<file path="src/rtl/clock_display_pkg.sv">
// clock_display_pkg: shared constants and helpers
// for the HH:MM:SS seven-segment scan driver.
package clock_display_pkg;

  localparam logic [6:0] SEG_0     = 7'h3F;
  localparam logic [6:0] SEG_1     = 7'h06;
  localparam logic [6:0] SEG_2     = 7'h5B;
  localparam logic [6:0] SEG_3     = 7'h4F;
  localparam logic [6:0] SEG_4     = 7'h66;
  localparam logic [6:0] SEG_5     = 7'h6D;
  localparam logic [6:0] SEG_6     = 7'h7D;
  localparam logic [6:0] SEG_7     = 7'h07;
  localparam logic [6:0] SEG_8     = 7'h7F;
  localparam logic [6:0] SEG_9     = 7'h6F;
  localparam logic [6:0] SEG_DASH  = 7'h40;
  localparam logic [6:0] SEG_BLANK = 7'h00;

  localparam logic [2:0] DIG_S1  = 3'd0;
  localparam logic [2:0] DIG_S10 = 3'd1;
  localparam logic [2:0] DIG_M1  = 3'd2;
  localparam logic [2:0] DIG_M10 = 3'd3;
  localparam logic [2:0] DIG_H1  = 3'd4;
  localparam logic [2:0] DIG_H10 = 3'd5;

  localparam logic [5:0] SEC_MAX = 6'd59;
  localparam logic [5:0] MIN_MAX = 6'd59;
  localparam logic [4:0] HR_MAX  = 5'd23;

  typedef struct packed {
    logic [3:0] tens;
    logic [3:0] ones;
  } bcd_t;

  // Split 0..63 into tens/ones with a compare ladder.
  function automatic bcd_t to_bcd(input logic [5:0] v);
    bcd_t       r;
    logic [5:0] base;
    if (v >= 6'd60) begin
      r.tens = 4'd6; base = 6'd60;
    end else if (v >= 6'd50) begin
      r.tens = 4'd5; base = 6'd50;
    end else if (v >= 6'd40) begin
      r.tens = 4'd4; base = 6'd40;
    end else if (v >= 6'd30) begin
      r.tens = 4'd3; base = 6'd30;
    end else if (v >= 6'd20) begin
      r.tens = 4'd2; base = 6'd20;
    end else if (v >= 6'd10) begin
      r.tens = 4'd1; base = 6'd10;
    end else begin
      r.tens = 4'd0; base = 6'd0;
    end
    r.ones = 4'(v - base);
    return r;
  endfunction

endpackage

</file>
<file path="src/rtl/clock_display_scan_seg7.sv">
// seg7_encode: BCD digit to active-high
// segments, with dash and blank overrides.
module seg7_encode
  import clock_display_pkg::*;
(
  input  logic [3:0] bcd,
  input  logic       dash,
  input  logic       blank,
  output logic [6:0] seg
);

  // Dash wins over blank; both win over the digit.
  always_comb begin
    seg = SEG_BLANK;
    if (dash) begin
      seg = SEG_DASH;
    end else if (!blank) begin
      case (bcd)
        4'd0:    seg = SEG_0;
        4'd1:    seg = SEG_1;
        4'd2:    seg = SEG_2;
        4'd3:    seg = SEG_3;
        4'd4:    seg = SEG_4;
        4'd5:    seg = SEG_5;
        4'd6:    seg = SEG_6;
        4'd7:    seg = SEG_7;
        4'd8:    seg = SEG_8;
        4'd9:    seg = SEG_9;
        default: seg = SEG_BLANK;
      endcase
    end
  end

endmodule

</file>
<file path="src/rtl/clock_display_scan.sv">
// clock_display_scan: six-digit multiplexed
// HH:MM:SS driver with per-frame snapshot.
module clock_display_scan
  import clock_display_pkg::*;
#(
  parameter int SCAN_DIV = 1000,
  parameter bit BLANK_LZ = 1'b1
) (
  input  logic       clk,
  input  logic       rst,
  input  logic [5:0] seconds,
  input  logic [5:0] minutes,
  input  logic [4:0] hours,
  output logic [6:0] seg,
  output logic       dp,
  output logic [5:0] dig_en
);

  localparam int PW =
    (SCAN_DIV > 1) ? $clog2(SCAN_DIV) : 1;
  localparam logic [PW-1:0] PMAX =
    PW'(SCAN_DIV - 1);

  logic [PW-1:0] pre;
  logic [2:0]    idx;
  logic [5:0]    snap_s;
  logic [5:0]    snap_m;
  logic [4:0]    snap_h;
  logic          fresh;

  bcd_t bs;
  bcd_t bm;
  bcd_t bh;
  logic s_bad;
  logic m_bad;
  logic h_bad;

  logic [3:0] cur_bcd;
  logic       cur_dash;
  logic       cur_blank;
  logic [6:0] seg_nxt;
  logic       dp_nxt;
  logic [5:0] en_nxt;
  logic       last;

  assign bs = to_bcd(snap_s);
  assign bm = to_bcd(snap_m);
  assign bh = to_bcd({1'b0, snap_h});

  assign s_bad = snap_s > SEC_MAX;
  assign m_bad = snap_m > MIN_MAX;
  assign h_bad = snap_h > HR_MAX;

  assign last = pre == PMAX;

  // Pick the BCD digit and overrides for idx.
  always_comb begin
    cur_bcd   = 4'd0;
    cur_dash  = 1'b0;
    cur_blank = 1'b0;
    unique case (1'b1)
      idx == DIG_S1: begin
        cur_bcd  = bs.ones;
        cur_dash = s_bad;
      end
      idx == DIG_S10: begin
        cur_bcd  = bs.tens;
        cur_dash = s_bad;
      end
      idx == DIG_M1: begin
        cur_bcd  = bm.ones;
        cur_dash = m_bad;
      end
      idx == DIG_M10: begin
        cur_bcd  = bm.tens;
        cur_dash = m_bad;
      end
      idx == DIG_H1: begin
        cur_bcd  = bh.ones;
        cur_dash = h_bad;
      end
      idx == DIG_H10: begin
        cur_bcd   = bh.tens;
        cur_dash  = h_bad;
        cur_blank = BLANK_LZ &&
                    (bh.tens == 4'd0);
      end
      default: cur_blank = 1'b1;
    endcase
  end

  seg7_encode u_enc (
    .bcd   (cur_bcd),
    .dash  (cur_dash),
    .blank (cur_blank),
    .seg   (seg_nxt)
  );

  // Colon blinks on the minute/hour ones digits.
  always_comb begin
    dp_nxt = 1'b0;
    en_nxt = 6'b000001 << idx;
    if ((idx == DIG_M1) || (idx == DIG_H1))
      dp_nxt = !snap_s[0];
  end

  // Prescaler, digit index, snapshot and outputs.
  always_ff @(posedge clk) begin
    if (rst) begin
      pre    <= '0;
      idx    <= DIG_S1;
      snap_s <= '0;
      snap_m <= '0;
      snap_h <= '0;
      fresh  <= 1'b1;
      seg    <= SEG_BLANK;
      dp     <= 1'b0;
      dig_en <= '0;
    end else if (fresh) begin
      snap_s <= seconds;
      snap_m <= minutes;
      snap_h <= hours;
      fresh  <= 1'b0;
    end else begin
      seg    <= seg_nxt;
      dp     <= dp_nxt;
      dig_en <= en_nxt;
      if (last) begin
        pre <= '0;
        if (idx == DIG_H10) begin
          idx    <= DIG_S1;
          snap_s <= seconds;
          snap_m <= minutes;
          snap_h <= hours;
        end else begin
          idx <= idx + 3'd1;
        end
      end else begin
        pre <= pre + 1'b1;
      end
    end
  end

endmodule

</file>
<file path="config.mk">
export PLATFORM = sky130hd
export DESIGN_NAME = clock_display_scan
export DESIGN_NICKNAME = d
export VERILOG_FILES = /design/src/rtl/clock_display_pkg.sv /design/src/rtl/clock_display_scan_seg7.sv /design/src/rtl/clock_display_scan.sv
export SDC_FILE = /design/constraint.sdc
export NUM_CORES = 1
export LEC_CHECK = 0
export CAP_MARGIN = 20
export CELL_PAD_IN_SITES_DETAIL_PLACEMENT = 1
export CELL_PAD_IN_SITES_GLOBAL_PLACEMENT = 2
export CORE_AREA = 2 2 91 93
export CTS_CLUSTER_SIZE = 24
export DETAILED_ROUTE_END_ITERATION = 10
export DIE_AREA = 0 0 93 95
export PLACE_DENSITY = 0.8
export REMOVE_ABC_BUFFERS = 1
export SYNTH_ARGS = -nofsm -noshare
export SYNTH_HDL_FRONTEND = slang
export SYNTH_SLANG_ARGS = --single-unit
</file>
<file path="constraint.sdc">
create_clock -name clk -period 9 [get_ports clk]
set_input_delay 1.35 -clock clk [delete_from_list [all_inputs] [get_ports clk]]
set_output_delay 1.35 -clock clk [all_outputs]
set_load 0.02 [all_outputs]
</file>
==> results of run 1 <==
## synthesized netlist by cell type, types with 4 or more instances
cell type | count | area share (%)
ha_1 | 10 | 4.7
xnor2_1 | 5 | 1.6
nand3_1 | 11 | 2.1
buf_2 | 4 | 0.75
xor2_1 | 4 | 1.3
nor2b_1 | 10 | 2.3
nand2_1 | 27 | 3.8
inv_1 | 20 | 2.8
nand4_1 | 5 | 1.2
o21ai_0 | 9 | 1.7
dfxtp_1 | 45 | 34
nor2_1 | 57 | 8.0
a21oi_1 | 24 | 4.5
mux2i_1 | 18 | 6.7
nand2b_1 | 4 | 0.93
clkbuf_1 | 15 | 2.1
o211ai_1 | 11 | 3.1
## routing by layer
metal,global-route usage [%],vias up,wire length [um]
li1,-,1212,-
met1,21.5,1129,3210
met2,27.4,35,3170
met3,2.55,4,185
met4,4.04,0,58
met5,0,-,0
## power by group
part / total (mW) / internal [mW] / switching (mW)
Clock: 0.162 / 0.0833 / 0.0783
Sequential: 0.223 / 0.211 / 0.0124
Combinational: 0.115 / 0.0542 / 0.0605
## registers in the layout, summed over array words and instances, names as in the netlist
register  flops
snap_s        6
dp            1
dig_en        6
snap_m        6
seg           7
pre          10
idx           3
snap_h        5
fresh         1
## stage by stage
stage | hold WS, ps | utilization, % | instances | worst slack [ps]
2_1_floorplan | 460 | - | 317 | 6230
3_3_place_gp | 450 | 38.7 | 457 | 5950
3_5_place_dp | 459 | 38.7 | 457 | 5850
4_1_cts | 480 | 40.2 | 465 | 5810
5_1_grt | 502 | 40.2 | 465 | 5550
6_report | 475 | 40.2 | 465 | 5780
## worst max-delay path, stage by stage (launching register included)
cell and delay (ps):
dfxtp_1 440, inv_1 100, o311ai_0 540, ha_1 280, fa_1 430, mux2i_1 150
nand2_1 70, o2111a_1 280, and2_1 260, o31ai_1 380, o21ai_0 170
## path summary, 6_finish.rpt
kind                                             start             endpoint  slack, ps  cells after the start
worst max-delay path            snap_h[3]$_SDFFE_PP0P_  seg[1]$_SDFFE_PP0N_       5780                     10
worst min-delay path                   dp$_SDFFE_PP0N_      dp$_SDFFE_PP0N_        470                      2
worst max register to register  snap_h[3]$_SDFFE_PP0P_  seg[1]$_SDFFE_PP0N_       5780                     10
worst min register to register         dp$_SDFFE_PP0N_      dp$_SDFFE_PP0N_        470                      2
## kinds of logic after synthesis
family / synth area share, %
AOI/OAI and AO/OA: 18.4
xor gates and xnor gates: 2.94
adders and majority gates: 6.91
buffers and inverters: 6.07
DFF: 33.6
muxes: 6.72
and+or+nand+nor: 25.3
## final cells by class
cell class	count	area, um2	share of cell area [%]
Multi-Input combinational cell	252	1620	50.9
Sequential cell	45	901	28.3
Timing Repair Buffer	35	343	10.8
Tap cell	105	131	4.12
Inverter	20	75.1	2.36
Clock buffer	5	68.8	2.16
Clock inverter	3	46.3	1.45
==> run_results.csv, run 1 <==
group,metric,value,unit
placed_design,gp_congestion,0.804,
clock_tree,tritoncts,"done",
sta,finalSetupTns,0,ps
synth,synth_area_per_cell,7.96,um2
clock_tree,cts_sinks,45,
worst_setup_path,critical_path_class,"reg -> reg",
routing,drt_first_pass_iters,4,
run_status,status,"completed",
final_layout,drive_gt1_share,4.44,%
grt,overflow,0,
sta,period_needed,3220,ps
power_and_ir_drop,total_power,500,uW
worst_setup_path,crit_fanout,11,
floorplanning,core,0.00793,mm2
clock_tree,clk_pin_slew,100,ps
sta,final.period_utilization,35.8,%
clock_tree,ctsResizeCount,0,
power_and_ir_drop,p_per_area,157,mW/mm2
sta,timing.slew.headroom,61.8,%
worst_setup_path,required,9180,ps
floorplanning,io_pins,33,
sta,rsz0062_at_grt,"false",
power_and_ir_drop,peakVddDrop,0.0000992,V
synth,synth_edf_count,0,
clock_tree,hold_buffers,0,
clock_tree,cts_setup_buffers,0,
final_layout,design_area,0.00319,mm2
grt,antenna_found_initial,0,
final_layout,layout_commonest_cell,"nor2_1",
synth,ys_types,53,
routing,drc,0,
clock_tree,htreeDepth,2,
synth,syn_inst,337,
synth,async_flop_share,0,%
grt,grt_max_degree,38,
floorplanning,die_width,93,um
final_layout,antenna_cells,0,
final_layout,final_cell_mix,"nor2_1, dfxtp_1, clkdlybuf4s50_1",
worst_setup_path,worst_setup_path_end_kind,"flip-flop",
routing,wl,6.63,mm
routing,dr.first_iter.drc_count,100,
grt,grt_pass1_vias,2350,
synth,synthesis.area,0.00268,mm2
final_layout,layout.filler_cells,956,
final_layout,syn_to_final_growth,18.9,%
floorplanning,start_util,33.8,%
synth,seq_area_frac_synth,33.6,%
worst_setup_path,critPathArrivalTime,3400,ps
sta,hold_viol,0,
routing,vias,2380,
grt,grt_pass1_wl,11.5,mm
power_and_ir_drop,p_leak,1.19,nW
floorplanning,die_h,95,um
grt,grt_use_total,16.1,%
synth,synth_flop_cell,"dfxtp_1",
run,max-cap-violations,0,
placed_design,placed_cell_area,0.00307,mm2
floorplanning,dieArea,0.00884,mm2
sta,setup_viol,0,
sta,drv_slew,0,
synth,yosysWarnings,0,
synth,ys_ff_latch,45,
min_path,min_path_type,"reg -> reg",
routing,wire_per_inst,14.2,um
sta,tightest_slew,566,ps
placed_design,portBuffers,32,
routing,ant_nets,0,
routing,avgViaCountPerCell,5.12,
clock_tree,cts-buffers-inserted,5,
worst_setup_path,start_kind,"flip-flop",
floorplanning,std_cell_rows,33,
clock_tree,cts_buffer_depth,2,
placed_design,dp_hpwl,4.90,mm
sta,clock_skew,13.2,ps
final_layout,fin_nets,391,
clock_tree,root_buffer,"clkbuf_8",
clock_tree,insertion_delay,310,ps
sta,fmax,0.311,GHz
No activity file was read; power rests on OpenSTA's default activity.
==> inputs of run 2 (changes only) <==
--- a/config.mk
+++ b/config.mk
@@ -8,11 +8,11 @@
 export CAP_MARGIN = 20
 export CELL_PAD_IN_SITES_DETAIL_PLACEMENT = 1
 export CELL_PAD_IN_SITES_GLOBAL_PLACEMENT = 2
-export CORE_AREA = 2 2 91 93
+export CORE_AREA = 2 2 94 96
 export CTS_CLUSTER_SIZE = 24
 export DETAILED_ROUTE_END_ITERATION = 10
-export DIE_AREA = 0 0 93 95
-export PLACE_DENSITY = 0.8
+export DIE_AREA = 0 0 96 98
+export PLACE_DENSITY = 0.75
 export REMOVE_ABC_BUFFERS = 1
 export SYNTH_ARGS = -nofsm -noshare
 export SYNTH_HDL_FRONTEND = slang
==> constraint.sdc (replaced) <==
create_clock -name clk -period 3.3 [get_ports clk]
set_input_delay 0.495 -clock clk [delete_from_list [all_inputs] [get_ports clk]]
set_output_delay 0.495 -clock clk [all_outputs]
set_load 0.02 [all_outputs]
==> run 2 against run 1 <==
Against the previous run: combinational power increased to 2.7 times the previous value; via count up 0.17%; total power grew to 2.7 times the previous value; largest power group unchanged.
==> run_results.csv, run 2 (synthesized netlist as in run 1, its figures left out) <==
group,metric,value,unit
final_layout,layout.cells.non_filler,470,
final_layout,largest_register,"pre",
floorplanning,io_pins,33,
final_layout,layout_commonest_cell,"nor2_1",
power_and_ir_drop,peakVddDrop,0.000175,V
power_and_ir_drop,p_int,955,uW
final_layout,syn_to_final_growth,19.9,%
grt,grt_max_degree,27,
placed_design,pre_cts_ws,186,ps
worst_setup_path,r2r_start,"snap_m[3]$_SDFFE_PP0P_",
worst_setup_path,reg2reg_to,"seg[5]$_SDFFE_PP0N_",
worst_setup_path,endpoint,"seg[5]$_SDFFE_PP0N_",
routing,wl,6.72,mm
clock_tree,htreeDepth,2,
grt,grt_pass1_wl,11.6,mm
floorplanning,dieArea,0.00941,mm2
worst_setup_path,critical_path_depth,9,
worst_setup_path,critPathArrivalTime,3260,ps
sta,period_needed,3060,ps
sta,setup_viol,0,
worst_setup_path,crit_family,"simple AND/OR/NAND/NOR gates",
final_layout,final_cell_mix,"nor2_1, dfxtp_1, clkdlybuf4s50_1",
power_and_ir_drop,p_per_area,427,mW/mm2
sta,tightest_slew,594,ps
routing,dr.first_iter.drc_count,72,
run_status,status,"completed",
placed_design,dpl.cell_count,462,
floorplanning,die_width,96,um
power_and_ir_drop,power_frac_seq,44.4,%
clock_tree,tritoncts,"done",
clock_tree,insertion_delay,310,ps
sta,final.period_utilization,92.6,%
worst_setup_path,r2r_cells,9,
clock_tree,root_buffer,"clkbuf_8",
sta,worst_slack,244,ps
worst_setup_path,path_cells,"or3b_1 > nand4_1 > ha_1 > fa_1 > or4_1 > and3_4 > a32oi_4 > mux2i_1 > a22o_1",
floorplanning,core,0.00847,mm2
sta,finalSetupTns,0,ps
routing,ant_nets,0,
sta,drv_slew,0,
worst_setup_path,required,3500,ps
clock_tree,clk_pin_slew,90,ps
clock_tree,cts-buffers-inserted,5,
worst_setup_path,start_kind,"flip-flop",
routing,vias,2384,
final_layout,layout.filler_cells,1033,
floorplanning,std_cell_rows,34,
final_layout,antenna_cells,0,
run,max-cap-violations,0,
routing,drc,0,
clock_tree,cts_buffer_depth,2,
worst_setup_path,critical_path_class,"reg -> reg",
final_layout,fin_nets,393,
placed_design,portBuffers,32,
clock_tree,cts_sinks,45,
final_layout,multi_input_comb_area,0.00163,mm2
power_and_ir_drop,switchingPower,416,uW
final_layout,drive_gt1_share,5.80,%
worst_setup_path,cpMaxStageDelayCell,"or4_1",
routing,wire_per_inst,14.3,um
worst_setup_path,r2r_slack,240,ps
grt,grt_use_total,15.2,%
power_and_ir_drop,comb_power_share,22.7,%
routing,drt_first_pass_iters,4,
worst_setup_path,crit_fanout,11,
worst_setup_path,worst_setup_path_end_kind,"flip-flop",
floorplanning,die_h,98,um
sta,hold_viol,0,
routing,avgViaCountPerCell,5.07,
sta,fmax,0.327,GHz
clock_tree,cts_setup_buffers,0,
worst_setup_path,worstSetupStartpoint,"snap_m[3]$_SDFFE_PP0P_",
min_path,min_path_type,"reg -> reg",
floorplanning,start_util,31.7,%
grt,antenna_found_initial,0,
placed_design,gp_congestion,0.804,
grt,overflow,0,
sta,timing.slew.headroom,60.3,%
worst_setup_path,cp.buffers_inverters,0,
power_and_ir_drop,p_leak,1.21,nW
final_layout,largest_reg_flops,10,
sta,rsz0062_at_grt,"false",
power_and_ir_drop,p_sw_share,30.4,%
final_layout,reg_top3,"pre (10), seg (7)",
placed_design,dp_hpwl,5.13,mm
power_and_ir_drop,clock_power_share,32.9,%
power_and_ir_drop,total_power,1.37,mW
sta,clock_skew,9.86,ps
worst_setup_path,slowest_delay,550,ps
final_layout,regArea,903,um2
grt,grt_pass1_vias,2400,
[run 2: worst min-delay path: stages (launching register included)]
cell	delay, ps
dfxtp_1	340
nand2_1	50
o21ai_0	60
[run 2: layout make-up]
class,count,area share [%]
clock buffer,5,2.14
clock inverter,3,1.48
inverter,20,2.34
tap,108,4.20
timing repair buffer,37,11.1
sequential,45,28.1
multi-input combinational,252,50.6
[run 2: layer usage]
layer / part of all wire [%] / wire, um / global-route usage [%] / up-vias
met5: 0 / 0 / 0 / -
met4: 1.1 / 74 / 3.85 / 0
met3: 2.6 / 173 / 2.70 / 6
met2: 45 / 3050 / 24.3 / 30
met1: 51 / 3430 / 21.1 / 1131
li1: - / - / - / 1217
[run 2: what timing repair did]
action | in CTS | in global routing
hold buffers | 0 | 0
gates resized for setup | 0 | 3
endpoints found under the setup margin | 0 | 3
[run 2: worst min-delay path by stage]
stage | from | to | slack, ps | depth (start not counted)
6_report | seg[1]$_SDFFE_PP0N_ | seg[1]$_SDFFE_PP0N_ | 470 | 2
3_5_place_dp | seg[1]$_SDFFE_PP0N_ | seg[1]$_SDFFE_PP0N_ | 450 | 2
2_1_floorplan | snap_h[0]$_SDFFE_PP0P_ | snap_h[0]$_SDFFE_PP0P_ | 460 | 2
5_1_grt | seg[1]$_SDFFE_PP0N_ | seg[1]$_SDFFE_PP0N_ | 480 | 2
4_1_cts | seg[1]$_SDFFE_PP0N_ | seg[1]$_SDFFE_PP0N_ | 470 | 2
3_3_place_gp | seg[1]$_SDFFE_PP0N_ | seg[1]$_SDFFE_PP0N_ | 450 | 2
[run 2: power groups by stage]
stage	Sequential, mW	Clock (mW)	Combinational, mW
final	0.609	0.451	0.312
after global routing	0.615	0.486	0.351
after CTS	0.609	0.468	0.314
after detailed placement	0.622	0	0.313
after global placement	0.620	0	0.308
after floorplan	0.636	0	0.179
[run 2: through the flow]
step | cell area, um2 | hold slack (ps) | util, %
after detailed placement | 3090 | 450 | 36.5
after global placement | 3090 | 452 | 36.5
after CTS | 3210 | 472 | 37.9
after global routing | 3210 | 485 | 38.0
final | 3210 | 465 | 38.0
after floorplan | 2590 | 460 | -
